## src/rtl/player_action_ctrl.sv

```systemverilog
// player_action_ctrl: debounces the four player buttons on frame ticks and runs
// the attack sequencer (startup / active / recovery). Movement controls are
// suppressed while an attack is in progress. All outputs are registered and
// change only on clock edges where SCEN is high.
module player_action_ctrl #(
  parameter int DEB_FRAMES     = 2,
  parameter int STARTUP_FRAMES = 3,
  parameter int ACTIVE_FRAMES  = 2,
  parameter int RECOVER_FRAMES = 6,
  parameter int CNT_W          = 4
) (
  input  logic       clk,
  input  logic       reset,
  input  logic       SCEN,
  input  logic       btn_left,
  input  logic       btn_right,
  input  logic       btn_up,
  input  logic       btn_attack,
  input  logic       jump_active,
  output logic       move_left,
  output logic       move_right,
  output logic       jump,
  output logic       move_enable,
  output logic       attack_active,
  output logic [1:0] attack_phase,
  output logic       hit_window
);

  typedef enum logic [1:0] {
    IDLE     = 2'd0,
    STARTUP  = 2'd1,
    ACTIVE   = 2'd2,
    RECOVERY = 2'd3
  } phase_t;

  localparam logic [3:0]       DEB_LAST     = 4'(DEB_FRAMES - 1);
  localparam logic [CNT_W-1:0] STARTUP_LAST = CNT_W'(STARTUP_FRAMES - 1);
  localparam logic [CNT_W-1:0] ACTIVE_LAST  = CNT_W'(ACTIVE_FRAMES - 1);
  localparam logic [CNT_W-1:0] RECOVER_LAST = CNT_W'(RECOVER_FRAMES - 1);

  // Button bit order: 0 left, 1 right, 2 up, 3 attack
  logic [3:0] raw;
  logic [3:0] deb_reg;
  logic [3:0] deb_next;
  logic [3:0] rise;

  assign raw = {btn_attack, btn_up, btn_right, btn_left};

  genvar gi;
  generate
    for (gi = 0; gi < 4; gi++) begin : g_deb
      logic [3:0] deb_cnt_reg;

      // The debounced level flips only after enough consecutive differing samples
      assign deb_next[gi] = (SCEN && (raw[gi] != deb_reg[gi]) && (deb_cnt_reg == DEB_LAST))
                            ? raw[gi] : deb_reg[gi];

      // Per-button agreement counter: cleared whenever raw matches the accepted level
      always_ff @(posedge clk) begin
        if (reset) begin
          deb_cnt_reg <= '0;
        end else if (SCEN) begin
          if (raw[gi] == deb_reg[gi] || deb_cnt_reg == DEB_LAST) begin
            deb_cnt_reg <= '0;
          end else begin
            deb_cnt_reg <= deb_cnt_reg + 4'd1;
          end
        end
      end
    end
  endgenerate

  // Accepted button levels; deb_next already carries the SCEN gating
  always_ff @(posedge clk) begin
    if (reset) begin
      deb_reg <= '0;
    end else begin
      deb_reg <= deb_next;
    end
  end

  // Non-zero only on a SCEN edge where a debounced level goes 0->1
  assign rise = deb_next & ~deb_reg;

  logic atk_edge;
  logic up_edge;
  assign atk_edge = rise[3];
  assign up_edge  = rise[2];

  phase_t           state_reg, state_next;
  logic [CNT_W-1:0] cnt_reg, cnt_next;

  // Phase and in-phase frame counter
  always_ff @(posedge clk) begin
    if (reset) begin
      state_reg <= IDLE;
      cnt_reg   <= '0;
    end else begin
      state_reg <= state_next;
      cnt_reg   <= cnt_next;
    end
  end

  // Attack sequencing; edges outside IDLE or while airborne are simply dropped
  always_comb begin
    state_next = state_reg;
    cnt_next   = cnt_reg;
    if (SCEN) begin
      case (state_reg)
        IDLE: begin
          if (atk_edge && !jump_active) begin
            state_next = STARTUP;
            cnt_next   = '0;
          end
        end
        STARTUP: begin
          if (cnt_reg == STARTUP_LAST) begin
            state_next = ACTIVE;
            cnt_next   = '0;
          end else begin
            cnt_next = cnt_reg + 1'b1;
          end
        end
        ACTIVE: begin
          if (cnt_reg == ACTIVE_LAST) begin
            state_next = RECOVERY;
            cnt_next   = '0;
          end else begin
            cnt_next = cnt_reg + 1'b1;
          end
        end
        default: begin
          if (cnt_reg == RECOVER_LAST) begin
            state_next = IDLE;
            cnt_next   = '0;
          end else begin
            cnt_next = cnt_reg + 1'b1;
          end
        end
      endcase
    end
  end

  logic       move_left_next, move_right_next, jump_next;
  logic       move_enable_next, attack_active_next, hit_window_next;

  // Output values for the coming frame, aligned with the next phase
  always_comb begin
    move_enable_next   = (state_next == IDLE);
    attack_active_next = (state_next != IDLE);
    hit_window_next    = (state_next == ACTIVE);
    move_left_next     = deb_next[0] & ~deb_next[1] & move_enable_next;
    move_right_next    = deb_next[1] & ~deb_next[0] & move_enable_next;
    jump_next          = (state_reg == IDLE) && up_edge && !jump_active && !atk_edge;
  end

  // Registered outputs, held for the whole frame
  always_ff @(posedge clk) begin
    if (reset) begin
      move_left     <= 1'b0;
      move_right    <= 1'b0;
      jump          <= 1'b0;
      move_enable   <= 1'b1;
      attack_active <= 1'b0;
      attack_phase  <= 2'd0;
      hit_window    <= 1'b0;
    end else if (SCEN) begin
      move_left     <= move_left_next;
      move_right    <= move_right_next;
      jump          <= jump_next;
      move_enable   <= move_enable_next;
      attack_active <= attack_active_next;
      attack_phase  <= state_next;
      hit_window    <= hit_window_next;
    end
  end

endmodule

```

## config.mk

```make
export PLATFORM = sky130hd
export DESIGN_NAME = player_action_ctrl
export DESIGN_NICKNAME = d
export VERILOG_FILES = /design/src/rtl/player_action_ctrl.sv
export SDC_FILE = /design/constraint.sdc
export NUM_CORES = 1
export LEC_CHECK = 0
export ABC_CLOCK_PERIOD_IN_PS = 3170
export BUFFER_PORTS_ARGS = -buffer_cell sky130_fd_sc_hd__buf_2
export CAP_MARGIN = 20
export CORE_UTILIZATION = 63
export CTS_CLUSTER_DIAMETER = 100
export DETAILED_ROUTE_END_ITERATION = 7
export PLACE_DENSITY = 0.86
export SLEW_MARGIN = 20
export SYNTH_ARGS = -nofsm -noshare
export SYNTH_HDL_FRONTEND = slang
export SYNTH_SLANG_ARGS = --single-unit
```

## constraint.sdc

```tcl
create_clock -name clk -period 3.17 [get_ports clk]
set_input_delay 0.317 -clock clk [delete_from_list [all_inputs] [get_ports clk]]
set_output_delay 0.317 -clock clk [all_outputs]
set_load 0.005 [all_outputs]
```

Word-level counts from Yosys, hierarchy flattened
Cells that the tools add are included.
- output and inout port bits: 8
- word-level logic and storage cells: 87
- bits of input ports: 8
- flip-flop bits (word level): 34
- multiplexer cells: 19
- add/sub/neg operators: 5
- reductions and logical operators: 22
- equal/unequal tests: 19
- bitwise gates (word level): 8
- operators by type and width (cell ; count):
    4-bit 2-to-1 mux ; 8
    4-bit by 1-bit adder with 4-bit output, second input constant ; 5
    4-bit by 1-bit equality test with 1-bit output, second input constant ; 5
    1-bit logical AND ; 12
    4-bit case mux with 3 select lines ; 1
    2-bit 2-to-1 mux ; 5
    2-bit case mux with 3 select lines ; 1
    1-bit bitwise AND ; 4
    4-bit bitwise AND ; 1
    1-bit equality test ; 4
    2-bit equality test, second input constant ; 2
    4-bit by 2-bit equality test with 1-bit output, second input constant ; 1
    4-bit by 3-bit equality test with 1-bit output, second input constant ; 1
    2-bit zero test ; 2
    1-bit logical OR ; 4
    1-bit 2-to-1 mux ; 4
    1-bit inequality test ; 4
    4-bit inverter ; 1
    2-bit by 1-bit equality test with 1-bit output, second input constant ; 1
    1-bit zero test ; 2
    2-bit inequality test, second input constant ; 1
    1-bit inverter ; 2
    2-bit AND reduction ; 1
    2-bit nonzero test ; 1

Depth between registers and ports, before layout
Gate-level depths: netlist of the first run.
- depth after elaboration: 11
- depth in mapped cells: 7

Worst setup path after synthesis of the first run
No wires, ideal clock.
- kind: flip-flop to flip-flop
- start: register cnt_reg[0]
- end: register cnt_reg[1]
- path slack: 1667 ps
- data arrival time: 1370 ps
- cell stages (with the launch flop): 8
- data required time: 3036 ps
- setup time: 134 ps
- clock period less this slack: 1503 ps
- cells stage by stage: dfxtp_1 > inv_1 > ha_1 > or3b_2 > a21oi_1 > nor3b_1 > nor3_2 > a211oi_1
- cells in the longest elaborated chain, start to end: 3
- ends and longest elaborated chain (what ; RTL line ; RTL):
    from (decl) ; 91 ; logic [CNT_W-1:0] cnt_reg, cnt_next;
    from (signal assigned) ; 100 ; cnt_reg <= cnt_next;
    4-bit by 1-bit adder with 4-bit output, or another cell as far along ; 121, 129, 137 ;
    4-bit 2-to-1 mux, on equally long branches ; 133, 117, 125 ;
    4-bit case mux with 3 select lines (*) ; 109 ; case (state_reg)
Mark *: on every way between the ends. The rest lies on a longest branch, timed or not.
A chain may end at the register's enable or synchronous reset.

Final worst setup path of the first run
- start: register g_deb[1].deb_cnt_reg[0]
- end: register move_right
- cells in the longest elaborated chain, start to end: 5
- ends and longest elaborated chain (what ; RTL line ; RTL):
    from (decl) ; 52 ; logic [3:0] deb_cnt_reg;
    from (signal assigned) ; 66 ; deb_cnt_reg <= deb_cnt_reg + 4'd1;
    4-bit by 1-bit equality test with 1-bit output ; 55 ; assign deb_next[gi] = (SCEN && (raw[gi] != deb_reg[gi]) && (deb_cnt_reg == DEB_LAST))
    1-bit logical AND ; 55 ;
    1-bit 2-to-1 mux ; 56 ; ? raw[gi] : deb_reg[gi];
    1-bit bitwise AND (2 in a row) ; 153 ; move_right_next = deb_next[1] & ~deb_next[0] & move_enable_next;
    to (signal assigned) ; 169 ; move_right <= move_right_next;
    to (decl) ; 21 ; output logic move_right,
No other way between the ends.

==> results.tsv, run 1 <==
stage	metric	value	unit
yosys	yosys.area.top_type	dfxtp_1	
worst_setup_path	slowest_delay	0.43	ns
grt	track_usage	23.9	%
yosys	yosys-top-cells-area	dfxtp_1 38%, ha_1 7.6%, nor2_1 5.6%, xor2_1 3.9%, nand2_1 3.5%	
worst_setup_path	worst-path-stages	6	
yosys	synthArstFlopShare	0	%
worst_setup_path	cp_cell_sequence	ha_1 > nand2b_1 > nor3b_1 > mux2i_1 > nand3b_1 > a21oi_1	
finish	drive_gt1_share	15.5	%
worst_hold_path	hp-class	input pin to register	
yosys	ys.flop_type	dfxtp_1	
yosys	synth_top_cell_area_share	37.8	%
floorplanning	initial_utilization	65.8	%
detailed_routing	routed_wl	3.37	mm
worst_setup_path	critical_path.max_fanout	5	
floorplanning	coreArea	2730	µm²
placement	numPortBuffers	15	
pwr	power_leakage	0.817	nW
sta	rsz0062_at_grt	no	
worst_setup_path	crit_path_start	g_deb[1].deb_cnt_reg[0]$_SDFFE_PP0P_	
placement	pre_cts_ws	1.42	ns
worst_setup_path	crit_path_start_kind	register	
pwr	clkPwrFrac	41.2	%
yosys	synth_top_family_by_area	simple AND/OR/NAND/NOR gates	
detailed_routing	drcViolationCount	0	
grt	grt_pass1_vias	1351	
worst_setup_path	r2r-end	move_right$_SDFFE_PP0P_	
detailed_routing	via_count	1413	
pwr	sw_frac_of_total	23.4	%
detailed_routing	post_drt_wl_per_cell	13.4	µm
yosys	avgSynthCellArea	8.78	µm²
pwr	powerDensity	509	nW/µm²
sta	max_slew_margin	65.4	%
sta	fin_crit_sh	53.1	%
detailed_routing	viasPerCell	5.63	
clocking	cts_tree	built	
pwr	intPower	0.770	mW
pwr	pwr-share-comb	12.3	%
worst_setup_path	end_kind	register	
finish	syn_to_final_growth	9.74	%
flow_run	cap_viol_max_count	0	
detailed_routing	drtIter0Drc	37	
yosys	synthXorXnorAreaFrac	6.33	%
yosys	synth_compound_area_share	13.3	%
yosys	muxShareOfSynthArea	2.23	%
sta	hold_viol	0	
floorplanning	rows	19	
sta	drv_slew	0	
yosys	synth_simple_gate_area_share	28.0	%
detailed_routing	wl_met3	146	µm
detailed_routing	routed-wl-met2	1.71	mm
worst_setup_path	r2r_cells	6	
clocking	clockRootBuffer	clkbuf_4	
worst_setup_path	cp_top_family	simple AND/OR/NAND/NOR gates	
clocking	cts_hold_buf	0	
clocking	insertion_delay	0.34	ns
pwr	p_seq_share	46.5	%
sta	setup_viol	0	
finish	layout_common_cells	34 x dfxtp_1, 27 x nor2_1, 17 x nand2_1	
finish	largest_reg_flops	16	
finish	fin_nets	238	
finish	layout_commonest_cell	dfxtp_1	
worst_setup_path	worstPathArrival	1.90	ns
grt	grt_antenna_before_repair	0	
yosys	ys.warnings.count	0	
clocking	cts_setup_buffers	0	
placement	dp_hpwl	2.38	mm
clocking	cts_buffer_depth	2	
grt	grt_pass1_wl	5.76	mm
status	status	completed	
yosys	synth_edf_count	0	
worst_setup_path	ff2ff_setup_slack	1.49	ns
grt	gr-total-overflow	0	
floorplanning	fp.dieH	55.4	µm
floorplanning	die_x	55.4	µm
worst_setup_path	worst_path_max_delay_cell	dfxtp_1	
finish	diodes	0	
sta	clock_skew	0.0102	ns
floorplanning	ios	16	
detailed_routing	maxUsedRoutingLayer	met4	
worst_setup_path	cp.buffers_inverters	0	
floorplanning	die_area	3070	µm²
placement	routabilityCongestion	0.852	
sta	fin_tns_setup	0	ns
yosys	ys_types	42	
worst_setup_path	critPathKind	register to register	
clocking	clock_sinks	34	
grt	grt_max_degree	32	
yosys	syn_nets	224	
clocking	cts_resized	0	
yosys	yosys.area_share.adder	7.65	%
detailed_routing	wl_met1	1.47	mm
yosys	ys_seq_area_share	37.8	%
sta	worst_pin_slew	0.519	ns
clocking	htreeDepth	2	
clocking	path_clk_slew	0.11	ns
sta	max_freq	0.594	GHz
clocking	cts_buffers	5	
yosys	synth-seq-cells	34	
yosys	syn_area	1800	µm²
finish	fillCellCount	199	
pwr	max-vdd-ir-drop	0.593	mV
sta	post-route-min-period	1.68	ns
detailed_routing	dr.pass1.iters	4	
worst_setup_path	r2r-start	g_deb[1].deb_cnt_reg[0]$_SDFFE_PP0P_	
sta	worst_slack	1.49	ns
worst_setup_path	critPathCapture	move_right$_SDFFE_PP0P_	
pwr	switchingPower	0.235	mW
detailed_routing	ant_nets	0	
worst_setup_path	crit_required	3.39	ns
yosys	synth_cells	205	
-- layout make-up --
class	count	area [µm²]	share of cell area [%]
sequential	34	681	34.5
multi-input combinational	155	1030	52.4
clock inverter	2	60.1	3.04
clock buffer	6	51.3	2.60
inverter	7	26.3	1.33
timing repair buffer	16	82.6	4.18
tap	31	38.8	1.96
-- metal layers --
metal	track usage, %	vias to the layer above
met5	0	-
met4	11.4	0
met3	5.85	7
met2	41.8	29
met1	27.1	643
li1	-	734
-- kinds of logic (layout without fill, tap and decap cells) --
logic type / after synthesis / after routing
simple gates: 91 / 91
mux: 4 / 4
xor+xnor: 13 / 13
flops: 34 / 34
compound gates: 36 / 36
buf+inv: 16 / 31
fa+ha+maj: 11 / 11
-- stage by stage --
stage,cells,hold slack (ns),cell area (µm²),total power [mW],utilization (%)
finish,251,0.271,1970,1.00,72.2
global route,251,0.276,1970,1.05,72.2
CTS,251,0.252,1970,1.02,72.2
detailed placement,243,0.448,1860,0.600,68.1
global placement,243,0.433,1860,0.591,68.1
floorplan,205,0.447,1800,0.570,-
-- synthesized netlist by cell type, types with 3 or more instances --
library cell   n
buf_2          4
ha_1          11
o21a_1         5
nor3b_1        3
xor2_1         8
xnor2_1        5
nand3_1        8
nor2b_1        6
nor3_1         3
a21oi_1       10
nand4_1        4
nand2_1       17
inv_1          7
mux2i_1        4
nand2b_1       7
o21ai_0        9
a211oi_1       4
dfxtp_1       34
nor2_1        27
-- tightest hold or removal path, delay by kind of cell --
family	cells	cell delay, ns
simple gates	1	0.07
compound gates	1	0.06
buf+inv	1	0.12
-- power by group through the flow --
stage | sequential (mW) | combinational, mW | clock (mW)
3_3_place_gp | 0.474 | 0.117 | 0
4_1_cts | 0.467 | 0.124 | 0.424
6_report | 0.467 | 0.124 | 0.414
3_5_place_dp | 0.476 | 0.123 | 0
5_1_grt | 0.470 | 0.139 | 0.440
2_1_floorplan | 0.471 | 0.0995 | 0
-- how the worst min path moves through the flow --
stage                                  from                      endpoint  cells after the start
5_1_grt                              btn_up         deb_reg[2]$_SDFF_PP0_                      3
3_5_place_dp   attack_phase[1]$_SDFFE_PP0P_  attack_phase[1]$_SDFFE_PP0P_                      1
4_1_cts                              btn_up         deb_reg[2]$_SDFF_PP0_                      3
6_report                             btn_up         deb_reg[2]$_SDFF_PP0_                      3
3_3_place_gp   attack_phase[1]$_SDFFE_PP0P_  attack_phase[1]$_SDFFE_PP0P_                      1
2_1_floorplan      move_enable$_SDFFE_PP1P_      move_enable$_SDFFE_PP1P_                      2
Note: power is estimated with default switching activity, not from simulation.
==> run 2, diff against run 1 <==
--- a/config.mk
+++ b/config.mk
@@ -5,13 +5,13 @@
 export SDC_FILE = /design/constraint.sdc
 export NUM_CORES = 1
 export LEC_CHECK = 0
-export ABC_CLOCK_PERIOD_IN_PS = 3170
+export ABC_CLOCK_PERIOD_IN_PS = 1400
 export BUFFER_PORTS_ARGS = -buffer_cell sky130_fd_sc_hd__buf_2
 export CAP_MARGIN = 20
-export CORE_UTILIZATION = 63
+export CORE_UTILIZATION = 53
 export CTS_CLUSTER_DIAMETER = 100
 export DETAILED_ROUTE_END_ITERATION = 7
-export PLACE_DENSITY = 0.86
+export PLACE_DENSITY = 0.77
 export SLEW_MARGIN = 20
 export SYNTH_ARGS = -nofsm -noshare
 export SYNTH_HDL_FRONTEND = slang
==> constraint.sdc (replaced) <==
create_clock -name clk -period 1.4 [get_ports clk]
set_input_delay 0.14 -clock clk [delete_from_list [all_inputs] [get_ports clk]]
set_output_delay 0.14 -clock clk [all_outputs]
set_load 0.005 [all_outputs]
==> results.tsv, run 2 (synthesis results as in run 1) <==
stage	metric	value	unit	change
grt	grt_pass1_vias	1494		+11%
sta	clock_skew	0.0120	ns	+0.00185 ns
sta	rsz0062_at_grt	yes		
pwr	max-vdd-ir-drop	0.887	mV	+50%
finish	largest_reg_flops	16		unchanged
sta	drv_slew	0		unchanged
grt	track_usage	23.3	%	-0.59 points
status	status	finished with violations		
status	violations	setup timing		
worst_setup_path	crit_path_start_kind	register		
clocking	clock_sinks	34		unchanged
grt	grt_pass1_wl	6.35	mm	+10%
clocking	clockRootBuffer	clkbuf_4		
clocking	cts_hold_buf	0		unchanged
finish	syn_to_final_growth	23.9	%	
sta	max_freq	0.668	GHz	+12%
pwr	powerDensity	910	nW/µm²	+79%
pwr	power_leakage	0.925	nW	+13%
finish	drive_gt1_share	33.9	%	+18 points
clocking	cts_buffers	5		unchanged
floorplanning	coreArea	3130	µm²	+14%
floorplanning	ios	16		unchanged
placement	numPortBuffers	15		unchanged
detailed_routing	routed_wl	3.71	mm	+10%
grt	grt_max_degree	23		-28%
floorplanning	die_x	60.3	µm	+8.7%
finish	layout_common_cells	27 x nor2_1, 26 x dfxtp_1, 23 x buf_4		
clocking	path_clk_slew	0.11	ns	about the same
placement	dp.cells	274		+13%
sta	whs	0.108	ns	-0.163 ns
floorplanning	die_area	3630	µm²	+18%
detailed_routing	via_count	1567		+11%
finish	diodes	0		unchanged
worst_setup_path	worstPathArrival	1.70	ns	-0.20 ns
worst_setup_path	end_kind	register		
detailed_routing	post_drt_wl_per_cell	13.0	µm	-3.4%
detailed_routing	drtIter0Drc	82		+120%
sta	post-route-min-period	1.50	ns	-0.186 ns
sta	worst_slack	-0.0970	ns	-1.58 ns
flow_run	cap_viol_max_count	0		unchanged
clocking	cts_buffer_depth	2		unchanged
floorplanning	rows	20		+1
sta	fin_crit_sh	107	%	+54 points
placement	dp_hpwl	2.67	mm	+12%
worst_setup_path	critical_path.max_fanout	3		-2
detailed_routing	ant_nets	0		unchanged
worst_setup_path	crit_required	1.60	ns	-1.79 ns
finish	fin_nets	260		+9.2%
sta	max_slew_margin	70.1	%	+4.7 points
floorplanning	initial_utilization	57.5	%	-8.3 points
finish	instances_no_fill	286		+14%
clocking	htreeDepth	2		unchanged
sta	worst_pin_slew	0.449	ns	-0.0698 ns
grt	grt_antenna_before_repair	0		unchanged
detailed_routing	drcViolationCount	0		unchanged
worst_setup_path	critPathKind	register to register		
clocking	cts_tree	built		
sta	hold_viol	0		unchanged
finish	layout_commonest_cell	nor2_1		
detailed_routing	viasPerCell	5.48		-2.7%
grt	gr-total-overflow	0		unchanged
floorplanning	fp.dieH	60.3	µm	+8.7%
detailed_routing	dr.pass1.iters	6		+2
sta	setup_viol	10		+10
worst_hold_path	hp-class	input pin to register		
clocking	insertion_delay	0.33	ns	about the same
placement	routabilityCongestion	0.875		+2.7%
## run 2: cell count changes in the layout (fill, tap and decap cells not counted), sizes merged
cell and delta:
buf +22, bufinv -2, clkbuf +1, clkinv +1
## run 2: layout make-up
cell class / count / area [µm²]
Multi-Input combinational cell: 155 / 1140
Fill cell: 244 / 900
Sequential cell: 34 / 693
Timing Repair Buffer: 38 / 248
Clock buffer: 7 / 55.1
Tap cell: 44 / 55.1
Inverter: 7 / 28.8
Clock inverter: 1 / 5.00
## run 2: path summary, 6_finish.rpt
path                       startpoint                  endpoint  slack (ns)  depth (start not counted)
max           cnt_reg[0]$_SDFFE_PP0P_   cnt_reg[1]$_SDFFE_PP0P_        -0.1                          7
min                        btn_attack     deb_reg[3]$_SDFF_PP0_        0.11                          3
max reg2reg   cnt_reg[0]$_SDFFE_PP0P_   cnt_reg[1]$_SDFFE_PP0P_        -0.1                          7
min reg2reg  move_enable$_SDFFE_PP1P_  move_enable$_SDFFE_PP1P_        0.46                          2
## run 2: report_power, final
part           internal [mW]  leakage (nW)  switching [mW]
sequential              1.01         0.281          0.0431
clock                  0.244        0.0353           0.330
combinational          0.202         0.609           0.196
## run 2: what timing repair did
action | CTS | global route
gates resized for setup | 17 | 13
pin swaps | 9 | 9
buffers inserted | 4 | 0
endpoints found under the setup margin | 15 | 20
## run 2: stage by stage
step	instance area [µm²]	util, %	setup TNS [ns]	worst slack (ns)	power (mW)
finish	2230	71.2	-0.459	-0.0970	2.03
global route	2230	71.2	-1.77	-0.167	2.13
CTS	2180	69.7	-0.439	-0.0711	2.03
detailed placement	2050	65.5	-0.968	-0.108	1.43
global placement	2050	65.5	-0.286	-0.0423	1.40
floorplan	1830	-	-0.0144	-0.00873	1.30
## run 2: metal layers
| layer | up-vias | global-route usage [%] | part of all wire (%) |
|---|---|---|---|
| li1 | 775 | - | - |
| met1 | 746 | 28.4 | 43 |
| met2 | 40 | 39.6 | 51 |
| met3 | 6 | 6.06 | 4.5 |
| met4 | 0 | 7.64 | 1.1 |
| met5 | - | 0 | 0 |
## run 2: critical path, stage by stage (launching register included)
cell,delay (ns)
dfxtp_4,0.38
inv_4,0.06
ha_4,0.13
or3b_4,0.37
a21oi_2,0.18
nor3b_2,0.07
nor3_2,0.13
a211oi_2,0.05
==> run 3, diff against run 2 <==
--- a/config.mk
+++ b/config.mk
@@ -5,13 +5,13 @@
 export SDC_FILE = /design/constraint.sdc
 export NUM_CORES = 1
 export LEC_CHECK = 0
-export ABC_CLOCK_PERIOD_IN_PS = 1400
+export ABC_CLOCK_PERIOD_IN_PS = 1900
 export BUFFER_PORTS_ARGS = -buffer_cell sky130_fd_sc_hd__buf_2
 export CAP_MARGIN = 20
-export CORE_UTILIZATION = 53
+export CORE_UTILIZATION = 63
 export CTS_CLUSTER_DIAMETER = 100
 export DETAILED_ROUTE_END_ITERATION = 7
-export PLACE_DENSITY = 0.77
+export PLACE_DENSITY = 0.86
 export SLEW_MARGIN = 20
 export SYNTH_ARGS = -nofsm -noshare
 export SYNTH_HDL_FRONTEND = slang
==> constraint.sdc (replaced) <==
create_clock -name clk -period 1.9 [get_ports clk]
set_input_delay 0.19 -clock clk [delete_from_list [all_inputs] [get_ports clk]]
set_output_delay 0.19 -clock clk [all_outputs]
set_load 0.005 [all_outputs]
==> results.tsv, run 3 (synthesis results as in run 1) <==
stage	metric	value	unit	change
status	status	completed		
finish	largest_reg_flops	16		unchanged
sta	fin_crit_sh	89.4	%	-17 points
clocking	insertion_delay	0.34	ns	about the same
clocking	cts_setup_buffers	0		-4
sta	clock_skew	0.00776	ns	-0.00428 ns
floorplanning	die_area	3070	µm²	-15%
grt	grt_antenna_before_repair	0		unchanged
clocking	htreeDepth	2		unchanged
sta	rsz0062_at_grt	no		
clocking	cts_buffers	5		unchanged
detailed_routing	drcViolationCount	0		unchanged
floorplanning	initial_utilization	65.8	%	+8.3 points
grt	grt_max_degree	23		unchanged
floorplanning	die_x	55.4	µm	-8.0%
detailed_routing	ant_nets	0		unchanged
clocking	clock_sinks	34		unchanged
detailed_routing	routed_wl	3.46	mm	-6.8%
worst_setup_path	critPathKind	register to register		
worst_setup_path	crit_required	2.18	ns	+0.58 ns
placement	routabilityCongestion	0.873		-0.29%
floorplanning	fp.dieH	55.4	µm	-8.0%
finish	syn_to_final_growth	8.48	%	
sta	drv_slew	0		unchanged
worst_setup_path	cp_cell_sequence	ha_1 > and3b_1 > o21ai_2 > nor4_4 > nand3b_1 > a21oi_1		
pwr	power_leakage	0.808	nW	-13%
grt	track_usage	24.3	%	+0.96 points
worst_hold_path	hold_depth	3		unchanged
grt	grt_pass1_wl	5.84	mm	-7.9%
worst_setup_path	slowest_delay	0.41	ns	+0.03 ns
clocking	cts_tree	built		
worst_setup_path	r2r_cells	6		-1
sta	max_freq	0.588	GHz	-12%
finish	drive_gt1_share	15.5	%	-18 points
floorplanning	rows	19		-5.0%
detailed_routing	post_drt_wl_per_cell	13.8	µm	+6.2%
sta	post-route-min-period	1.70	ns	+0.202 ns
pwr	max-vdd-ir-drop	0.936	mV	+5.6%
pwr	powerDensity	788	nW/µm²	-13%
worst_setup_path	worstPathArrival	1.98	ns	+0.28 ns
finish	final-seq-area	681	µm²	-1.8%
worst_setup_path	cp.buffers_inverters	0		-1
worst_setup_path	worst-path-stages	6		-1
finish	multiInputGateArea	1030	µm²	-9.5%
detailed_routing	viasPerCell	5.78		+5.4%
finish	layout_common_cells	34 x dfxtp_1, 27 x nor2_1, 17 x nand2_1		
finish	fin_nets	239		-8.1%
worst_setup_path	worst_path_max_delay_cell	dfxtp_1		
floorplanning	coreArea	2730	µm²	-13%
finish	diodes	0		unchanged
floorplanning	ios	16		unchanged
flow_run	cap_viol_max_count	0		unchanged
placement	placed_area	1870	µm²	-8.7%
clocking	cts_buffer_depth	2		unchanged
worst_hold_path	whs_endpoint	deb_reg[3]$_SDFF_PP0_		
worst_setup_path	cp_top_family	simple AND/OR/NAND/NOR gates		
worst_setup_path	r2r-start	cnt_reg[0]$_SDFFE_PP0P_		
finish	final_cell_area	1950	µm²	-12%
sta	hold_viol	0		unchanged
placement	dp_hpwl	2.43	mm	-9.0%
sta	setup_viol	0		-10
pwr	finalPower	1.54	mW	-24%
worst_setup_path	critical_path.max_fanout	7		+4
detailed_routing	drtIter0Drc	36		-56%
worst_hold_path	hp-start	btn_attack		
clocking	cts_hold_buf	0		unchanged
grt	grt_pass1_vias	1370		-8.3%
finish	fillCellCount	196		-20%
worst_setup_path	ff2ff_setup_slack	0.20	ns	+0.30 ns
sta	fin_tns_setup	0	ns	+0.459 ns
detailed_routing	dr.pass1.iters	4		-2
sta	worst_pin_slew	0.436	ns	-0.0136 ns
clocking	clockRootBuffer	clkbuf_4		
clocking	cts_resized	0		-17
clocking	path_clk_slew	0.10	ns	about the same
placement	numPortBuffers	15		unchanged
grt	gr-total-overflow	0		unchanged
worst_setup_path	r2r-end	move_left$_SDFFE_PP0P_		
worst_setup_path	crit_path_start_kind	register		
sta	max_slew_margin	70.7	%	+0.60 points
detailed_routing	via_count	1450		-7.5%
worst_setup_path	end_kind	register		
worst_hold_path	hp-class	input pin to register		
finish	layout_commonest_cell	dfxtp_1		
-- run 3: changes by cell type in the layout (fill, tap and decap cells not counted), moves of 5 or more --
cell	change
buf_4	-21
o21ai_0	+5
dfxtp_2	-7
dfxtp_1	+8
-- run 3: worst max-delay path by stage --
stage | endpoint | from | slack, ns
floorplan | cnt_reg[1]$_SDFFE_PP0P_ | cnt_reg[0]$_SDFFE_PP0P_ | 0.40
global placement | cnt_reg[1]$_SDFFE_PP0P_ | cnt_reg[0]$_SDFFE_PP0P_ | 0.34
detailed placement | move_left$_SDFFE_PP0P_ | cnt_reg[0]$_SDFFE_PP0P_ | 0.24
CTS | move_left$_SDFFE_PP0P_ | cnt_reg[0]$_SDFFE_PP0P_ | 0.22
global route | move_right$_SDFFE_PP0P_ | cnt_reg[0]$_SDFFE_PP0P_ | 0.03
finish | move_left$_SDFFE_PP0P_ | cnt_reg[0]$_SDFFE_PP0P_ | 0.20
-- run 3: layout make-up --
class                           count  share of cell area (%)
Clock buffer                        6                    2.63
Clock inverter                      1                    1.54
Inverter                            7                    1.35
Multi-Input combinational cell    155                    53.0
Sequential cell                    34                    34.9
Tap cell                           31                    1.99
Timing Repair Buffer               17                    4.62
-- run 3: per-stage QoR --
step                      setup slack [ns]  hold slack (ns)  util [%]  cells
final                                0.201            0.134      71.4    251
after global routing                0.0289            0.153      71.4    251
after CTS                            0.218            0.126      71.4    251
after detailed placement             0.243            0.451      68.4    244
after global placement               0.338            0.431      68.4    244
after floorplan                      0.397            0.334         -    205
-- run 3: where the power goes --
group          total (mW)  switching, mW  leakage, nW  internal, mW
Clock               0.549          0.243       0.0443         0.306
Combinational       0.210          0.116        0.486        0.0948
Sequential          0.779         0.0343        0.277         0.745
Total                1.54          0.393        0.808          1.15
-- run 3: tightest hold or removal path, cell delays in order --
cell	delay (ns)
buf_2	0.11
mux2i_1	0.07
nor2_1	0.07
-- run 3: layer usage --
layer | routed length [µm] | global-route usage (%) | part of all wire (%)
met1 | 1560 | 28.4 | 45
met2 | 1670 | 41.5 | 48
met3 | 172 | 7.96 | 5.0
met4 | 45 | 8.57 | 1.3
met5 | 0 | 0 | 0
